### src/rtl/if_id_pkg.sv
// Shared types and defaults for the IF/ID pipeline register.
// Holds the occupancy-state enum, default widths and the default NOP encoding.
package if_id_pkg;

  localparam int IF_ID_INSTR_W = 16;
  localparam int IF_ID_ADDR_W  = 16;

  localparam logic [IF_ID_INSTR_W-1:0] IF_ID_NOP_INSTR = '0;

  typedef enum logic [1:0] {
    IF_ID_EMPTY = 2'd0,
    IF_ID_ONE   = 2'd1,
    IF_ID_TWO   = 2'd2
  } if_id_state_e;

  // Number of held entries implied by a state.
  function automatic logic [1:0] if_id_occupancy(input if_id_state_e s);
    case (s)
      IF_ID_ONE: return 2'd1;
      IF_ID_TWO: return 2'd2;
      default:   return 2'd0;
    endcase
  endfunction

endpackage

### src/rtl/if_id_slot.sv
// One instruction/address/valid holding register for the IF/ID stage.
// clear wipes the slot to a bubble with address 0; load writes a new
// {valid, instruction, address}. A load with valid=0 turns the slot into a
// bubble that keeps the supplied address, which is how the top keeps the
// last PC visible after the final entry drains.
module if_id_slot
  import if_id_pkg::*;
#(
  parameter int                 INSTR_W   = IF_ID_INSTR_W,
  parameter int                 ADDR_W    = IF_ID_ADDR_W,
  parameter logic [INSTR_W-1:0] NOP_INSTR = INSTR_W'(IF_ID_NOP_INSTR)
) (
  input  logic               clk,
  input  logic               rst,
  input  logic               load,
  input  logic               clear,
  input  logic               load_valid,
  input  logic [INSTR_W-1:0] load_instruction,
  input  logic [ADDR_W-1:0]  load_address,
  output logic               valid,
  output logic [INSTR_W-1:0] instruction,
  output logic [ADDR_W-1:0]  address
);

  // Slot contents update on the falling edge; clear wins over load.
  always_ff @(negedge clk or posedge rst) begin
    if (rst) begin
      valid       <= 1'b0;
      instruction <= NOP_INSTR;
      address     <= '0;
    end else if (clear) begin
      valid       <= 1'b0;
      instruction <= NOP_INSTR;
      address     <= '0;
    end else if (load) begin
      valid       <= load_valid;
      instruction <= load_valid ? load_instruction : NOP_INSTR;
      address     <= load_address;
    end
  end

endmodule

### src/rtl/if_id_stage_reg.sv
// IF/ID pipeline register with valid/ready handshake, stall and flush.
// Build option IF_ID_SKID_EN: adds a second (skid) slot and a registered
// out_ready so fetch can stream at full rate; without it the register holds a
// single entry and out_ready is derived combinationally from inp_ready.
// All state changes on the falling edge of inp_clk.
module if_id_stage_reg
  import if_id_pkg::*;
#(
  parameter int                 INSTR_W   = IF_ID_INSTR_W,
  parameter int                 ADDR_W    = IF_ID_ADDR_W,
  parameter logic [INSTR_W-1:0] NOP_INSTR = {INSTR_W{1'b0}}
) (
  input  logic               inp_clk,
  input  logic               inp_rst,
  input  logic               inp_valid,
  input  logic [INSTR_W-1:0] inp_instruction,
  input  logic [ADDR_W-1:0]  inp_address,
  output logic               out_ready,
  output logic               out_valid,
  output logic [INSTR_W-1:0] out_instruction,
  output logic [ADDR_W-1:0]  out_address,
  input  logic               inp_ready,
  input  logic               inp_flush,
  output logic [1:0]         out_occupancy
);

  if_id_state_e state_q, state_d;

  logic               accept, deliver;
  logic               main_load, main_clear, main_d_valid;
  logic [INSTR_W-1:0] main_d_instr;
  logic [ADDR_W-1:0]  main_d_addr;

  assign accept  = inp_valid && out_ready;
  assign deliver = out_valid && inp_ready;

  if_id_slot #(.INSTR_W(INSTR_W), .ADDR_W(ADDR_W), .NOP_INSTR(NOP_INSTR)) u_main (
    .clk              (inp_clk),
    .rst              (inp_rst),
    .load             (main_load),
    .clear            (main_clear),
    .load_valid       (main_d_valid),
    .load_instruction (main_d_instr),
    .load_address     (main_d_addr),
    .valid            (out_valid),
    .instruction      (out_instruction),
    .address          (out_address)
  );

`ifdef IF_ID_SKID_EN
  logic               skid_load, skid_clear, skid_valid;
  logic [INSTR_W-1:0] skid_instr;
  logic [ADDR_W-1:0]  skid_addr;
  logic               ready_q;

  if_id_slot #(.INSTR_W(INSTR_W), .ADDR_W(ADDR_W), .NOP_INSTR(NOP_INSTR)) u_skid (
    .clk              (inp_clk),
    .rst              (inp_rst),
    .load             (skid_load),
    .clear            (skid_clear),
    .load_valid       (1'b1),
    .load_instruction (inp_instruction),
    .load_address     (inp_address),
    .valid            (skid_valid),
    .instruction      (skid_instr),
    .address          (skid_addr)
  );

  // Registered ready: fetch may push whenever the next state leaves a free slot.
  always_ff @(negedge inp_clk or posedge inp_rst) begin
    if (inp_rst) ready_q <= 1'b1;
    else         ready_q <= (state_d != IF_ID_TWO);
  end

  assign out_ready = ready_q;
`else
  assign out_ready = !out_valid || inp_ready;
`endif

  // Occupancy state register.
  always_ff @(negedge inp_clk or posedge inp_rst) begin
    if (inp_rst) state_q <= IF_ID_EMPTY;
    else         state_q <= state_d;
  end

  // Next occupancy from this cycle's accept/deliver; flush overrides both.
  always_comb begin
    state_d = state_q;
    if (inp_flush) begin
      state_d = IF_ID_EMPTY;
    end else begin
      case (state_q)
        IF_ID_EMPTY: if (accept) state_d = IF_ID_ONE;
        IF_ID_ONE: begin
`ifdef IF_ID_SKID_EN
          if (accept && !deliver) state_d = IF_ID_TWO;
`endif
          if (deliver && !accept) state_d = IF_ID_EMPTY;
        end
`ifdef IF_ID_SKID_EN
        IF_ID_TWO: if (deliver) state_d = IF_ID_ONE;
`endif
        default: state_d = IF_ID_EMPTY;
      endcase
    end
  end

  // Slot load/clear selects for the current state and handshake.
  always_comb begin
    main_load    = 1'b0;
    main_clear   = 1'b0;
    main_d_valid = 1'b0;
    main_d_instr = inp_instruction;
    main_d_addr  = inp_address;
`ifdef IF_ID_SKID_EN
    skid_load    = 1'b0;
    skid_clear   = 1'b0;
`endif
    if (inp_flush) begin
      main_clear = 1'b1;
`ifdef IF_ID_SKID_EN
      skid_clear = 1'b1;
`endif
    end else begin
      case (state_q)
        IF_ID_EMPTY: begin
          if (accept) begin
            main_load    = 1'b1;
            main_d_valid = 1'b1;
          end
        end
        IF_ID_ONE: begin
          if (accept && deliver) begin
            main_load    = 1'b1;
            main_d_valid = 1'b1;
`ifdef IF_ID_SKID_EN
          end else if (accept) begin
            skid_load = 1'b1;
`endif
          end else if (deliver) begin
            main_load    = 1'b1;
            main_d_valid = 1'b0;
            main_d_addr  = out_address;
          end
        end
`ifdef IF_ID_SKID_EN
        IF_ID_TWO: begin
          if (deliver) begin
            main_load    = 1'b1;
            main_d_valid = skid_valid;
            main_d_instr = skid_instr;
            main_d_addr  = skid_addr;
            skid_clear   = 1'b1;
          end
        end
`endif
        default: ;
      endcase
    end
  end

  assign out_occupancy = if_id_occupancy(state_q);

endmodule

### config.mk
export PLATFORM = sky130hd
export DESIGN_NAME = if_id_stage_reg
export DESIGN_NICKNAME = d
export VERILOG_FILES = /design/src/rtl/if_id_pkg.sv /design/src/rtl/if_id_slot.sv /design/src/rtl/if_id_stage_reg.sv
export SDC_FILE = /design/constraint.sdc
export NUM_CORES = 1
export LEC_CHECK = 0
export BUFFER_PORTS_ARGS = -buffer_cell sky130_fd_sc_hd__buf_2
export CAP_MARGIN = 20
export CORE_MARGIN = 2
export CORE_UTILIZATION = 46
export CTS_CLUSTER_SIZE = 25
export DETAILED_ROUTE_END_ITERATION = 16
export GPL_ROUTABILITY_DRIVEN = 0
export PLACE_DENSITY = 0.86
export SYNTH_ARGS = -nofsm -noshare
export SYNTH_HDL_FRONTEND = slang
export SYNTH_SLANG_ARGS = --single-unit
### constraint.sdc
create_clock -name inp_clk -period 2.05 [get_ports inp_clk]
set_input_delay 0.41 -clock inp_clk [delete_from_list [all_inputs] [get_ports inp_clk]]
set_output_delay 0.41 -clock inp_clk [all_outputs]
set_load 0.01 [all_outputs]
# --- Word-level counts from Yosys, hierarchy flattened ---
# Cells that the tools add are included.
totals:
  ramBits: 0
  out_inout_bits: 36
  reg_bits: 35
  n_memories: 0
  in_bits: 37
  latchBits: 0
  romBits: 0
op_classes:
  n_reduce_logical: 11
  eq_ne: 5
  bitwise_logic: 0
  muxes: 25
  multipliers: 0
  magnitude_cmp: 0
  div: 0
  shift: 0
  add_sub_neg: 0
ops:
  columns: ["operator", "count"]
  rows:
  - ["$mux 16", 9]
  - ["$mux 1", 9]
  - ["$pmux 2 s2", 2]
  - ["$mux 2", 3]
  - ["$ne 3x3->1 const B", 2]
  - ["$ne 5x5->1 const B", 1]
  - ["$logic_and 1x1->1", 4]
  - ["$pmux 1 s2", 2]
  - ["$reduce_and 2->1", 2]
  - ["$eq 2x1->1 const B", 1]
  - ["$eq 2x2->1 const B", 1]
  - ["$logic_not 1->1", 2]
  - ["$logic_not 2->1", 1]
  - ["$reduce_bool 2->1", 1]
  - ["$logic_or 1x1->1", 1]

# --- Longest topological paths before layout ---
depth:
  depth_word: 10
  depth_mapped: 4
  mapped_depth_nobuf: 3

# --- Cells and area by module ---
# Synthesis repeated with hierarchy kept, for this count alone.
hier_totals:
  hier_cells: 149
  area_unflattened_um2: 1764.2
modules_own_cells:
  columns: ["module", "seq_area_each_um2", "n_inst", "cells_each", "area_per_inst_um2"]
  rows:
  - ["if_id_slot", 825.8, 1, 117, 1407.6]
  - ["if_id_stage_reg", 25.0, 1, 32, 356.6]

==> impl_metrics.toml <==
[outcome]
outcome = "finished with violations"
violations = "setup timing"

[setup_path]
cp_max_fo = 2
critPathMaxStageDelay_ns = 0.43
worstSetupStartpointType = "register"
cp.required_ns = 1.64
crit-reg2reg-launch = "u_main.valid"
cp-startpoint = "u_main.valid"
crit_path_end_kind = "output pin"
worstPathCellList = "nor2b_4 -> inv_1 -> buf_2"
path_class = "register to output pin"
cp_slowest_cell = "dfrtn_1"
critical_path_arrival_ns = 2.13

[synthesis]
synth_xor_area_share_pct = 0
synth_compound_area_share_pct = 25.3
netlist.area_leader.share_pct = 63.9
synth_top_family_by_area = "compound AO/OA/AOI/OAI gates"
ys_types = 16
yosysWarnings = 0
synth_area_leaders = "dfrtn_1, a22o_1, buf_6, o31a_4, nor4_4"
avgSynthCellArea_sq_um = 15.1
yosys.area_share.adder_pct = 0
synth_area_sq_um = 1330
synth_top_area_cell = "dfrtn_1"
seq_area_frac_synth_pct = 63.9
synth_nets = 125
postSynthCellCount = 88
synth-simple-area-share_pct = 3.57
muxShareOfSynthArea_pct = 0.752
ys_ff_latch = 34

[pwr]
p_switching_w = 0.000427
total_power_w = 0.00162
power_density_nw_per_um2 = 717
p_seq_share_pct = 46.4
power.share.clock_pct = 30.0
internal-power_w = 0.00119
swShare_pct = 26.4
p_leak_nw = 1.27
vdd_ir_drop_max_mv = 0.670
p_comb_share_pct = 23.6

[finish]
fin_cells = 238
drive_gt1_share_pct = 63.8
area_delta_synth_final_pct = 69.5
final_cell_mix = "buf_2, dfrtn_1, buf_4, a22o_1, buf_6"
final_area_sq_um = 2260
nets = 243
final_common_cell = "buf_2"
fillers = 145
diodes = 0

[drt]
ant_nets = 0
drc = 0
dr.first_iter.drc_count = 18
wl_per_cell_um = 17.9
vias = 1314
dr.pass1.iters = 4
drt-total-wl_um = 4270
routed_via_density = 5.52

[placed_design]
io_buffers = 71
dpl-instance-area_sq_um = 1760
dpl.hpwl_um = 2280
place_inst = 191

[sta]
layout_setup_ws_ns = -0.485
rsz0062_at_grt = "true"
report.final.slew_viol_count = 0
fin_skew_ns = 0.00753
report.final.setup_viol = 67
hold_violations = 0
holdWs_ns = 0.445

[floorplanning]
start_util_pct = 48.3
rows = 19
die_x_um = 57.8
dieArea_sq_um = 3340
pin_count = 73
core_sq_um = 2760
fp.dieH_um = 57.8

[clock_tree]
cts_tree = "yes"
clockBufferDepth = 2
clkTransAtPathRegs_ns = 0.07
cts_buffers = 5
cts_htree_levels = 2
clkLatencyLatePin_ns = 0.33
cts_root_buf = "clkbuf_4"
cts.sinks = 34
hold_buffers = 0

[grt]
grt_max_degree = 35
overflow = 0
grt_pass1_wl_um = 5770
antenna_found_initial = 0
grt_usage_pct = 23.4
grt_pass1_vias = 1243

[hold_path]
hp-class = "register to register"
holdCritStartpoint = "u_main.instruction[2]"

[job]
max-cap-violations = 0
==> worst paths after layout <==
kind,to,slack (ns),cells past startpoint
max in group asynchronous,u_main.instruction[10],0.83,3
min,u_main.instruction[2],0.44,1
max,out_ready,-0.49,3
min in group asynchronous,u_main.address[2],1.00,3
min reg2reg,u_main.instruction[2],0.44,1
max reg2reg,u_main.address[11],0.18,8
==> worst max-delay path, delay by kind of cell, from the launching register on <==
kind | cells | cell delay, ns
buffers and inverters | 2 | 0.17
flip-flops | 1 | 0.43
AND/OR/NAND/NOR | 1 | 0.17
==> metrics by stage <==
step | util [%] | TNS, ns | setup slack (ns)
floorplan | - | -6.72 | -0.251
global placement | 63.7 | -10.82 | -0.336
detailed placement | 63.7 | -11.98 | -0.379
CTS | 73.7 | -12.68 | -0.467
global route | 81.9 | -18.32 | -0.517
finish | 81.9 | -17.01 | -0.485
==> final cells by class <==
cell class	count	area (sq um)	share of cell area, %
Tap cell	31	38.8	1.72
Clock buffer	5	37.5	1.66
Clock inverter	3	40.0	1.77
Timing Repair Buffer	115	835	37.0
Inverter	5	22.5	0.998
Sequential cell	34	851	37.7
Multi-Input combinational cell	45	433	19.2
==> cells in the mapped netlist <==
library cell and number:
dfrtn_1 34, a211oi_1 1, buf_6 5, a22o_1 32
a21oi_1 1, a311oi_1 1, conb_1 1, inv_2 1
nor2b_2 1, buf_4 1, mux2i_1 1, inv_1 4
nor4_4 1, nor2b_4 1, o31a_4 2, nor2_1 1
==> timing repair <==
item                       in CTS  in global routing
buffers inserted               19                 16
gates cloned                    2                  2
pin swaps                       2                  9
gates resized for setup         6                 12
setup endpoints to repair      61                 67
==> power by group through the flow <==
| stage | Sequential, W | Clock, W | Combinational, W |
|---|---|---|---|
| 5_1_grt | 0.000755 | 0.000527 | 0.000404 |
| 3_3_place_gp | 0.000758 | 0 | 0.000245 |
| 3_5_place_dp | 0.000759 | 0 | 0.000258 |
| 2_1_floorplan | 0.000784 | 0 | 0.000114 |
| 4_1_cts | 0.000747 | 0.000494 | 0.000319 |
| 6_report | 0.000751 | 0.000485 | 0.000382 |
==> state kept, by name, indices dropped and copies added (netlist names) <==
name                cells
u_main.address         16
u_main.valid            1
state_q                 1
u_main.instruction     16
==> logic make-up after synthesis <==
kind of cell,after synthesis
AOI/OAI and AO/OA,37
DFF,34
buffers and inverters,11
and+or+nand+nor,4
muxes,1
other,1
==> layer usage <==
metal	vias to the layer above	share of wire [%]	track usage [%]
met3	9	9.5	10.7
met4	0	1.5	10.3
met2	71	51	37.5
met5	-	0	0
li1	576	-	-
met1	658	38	27.2
Power figures use the tool's default switching activity.
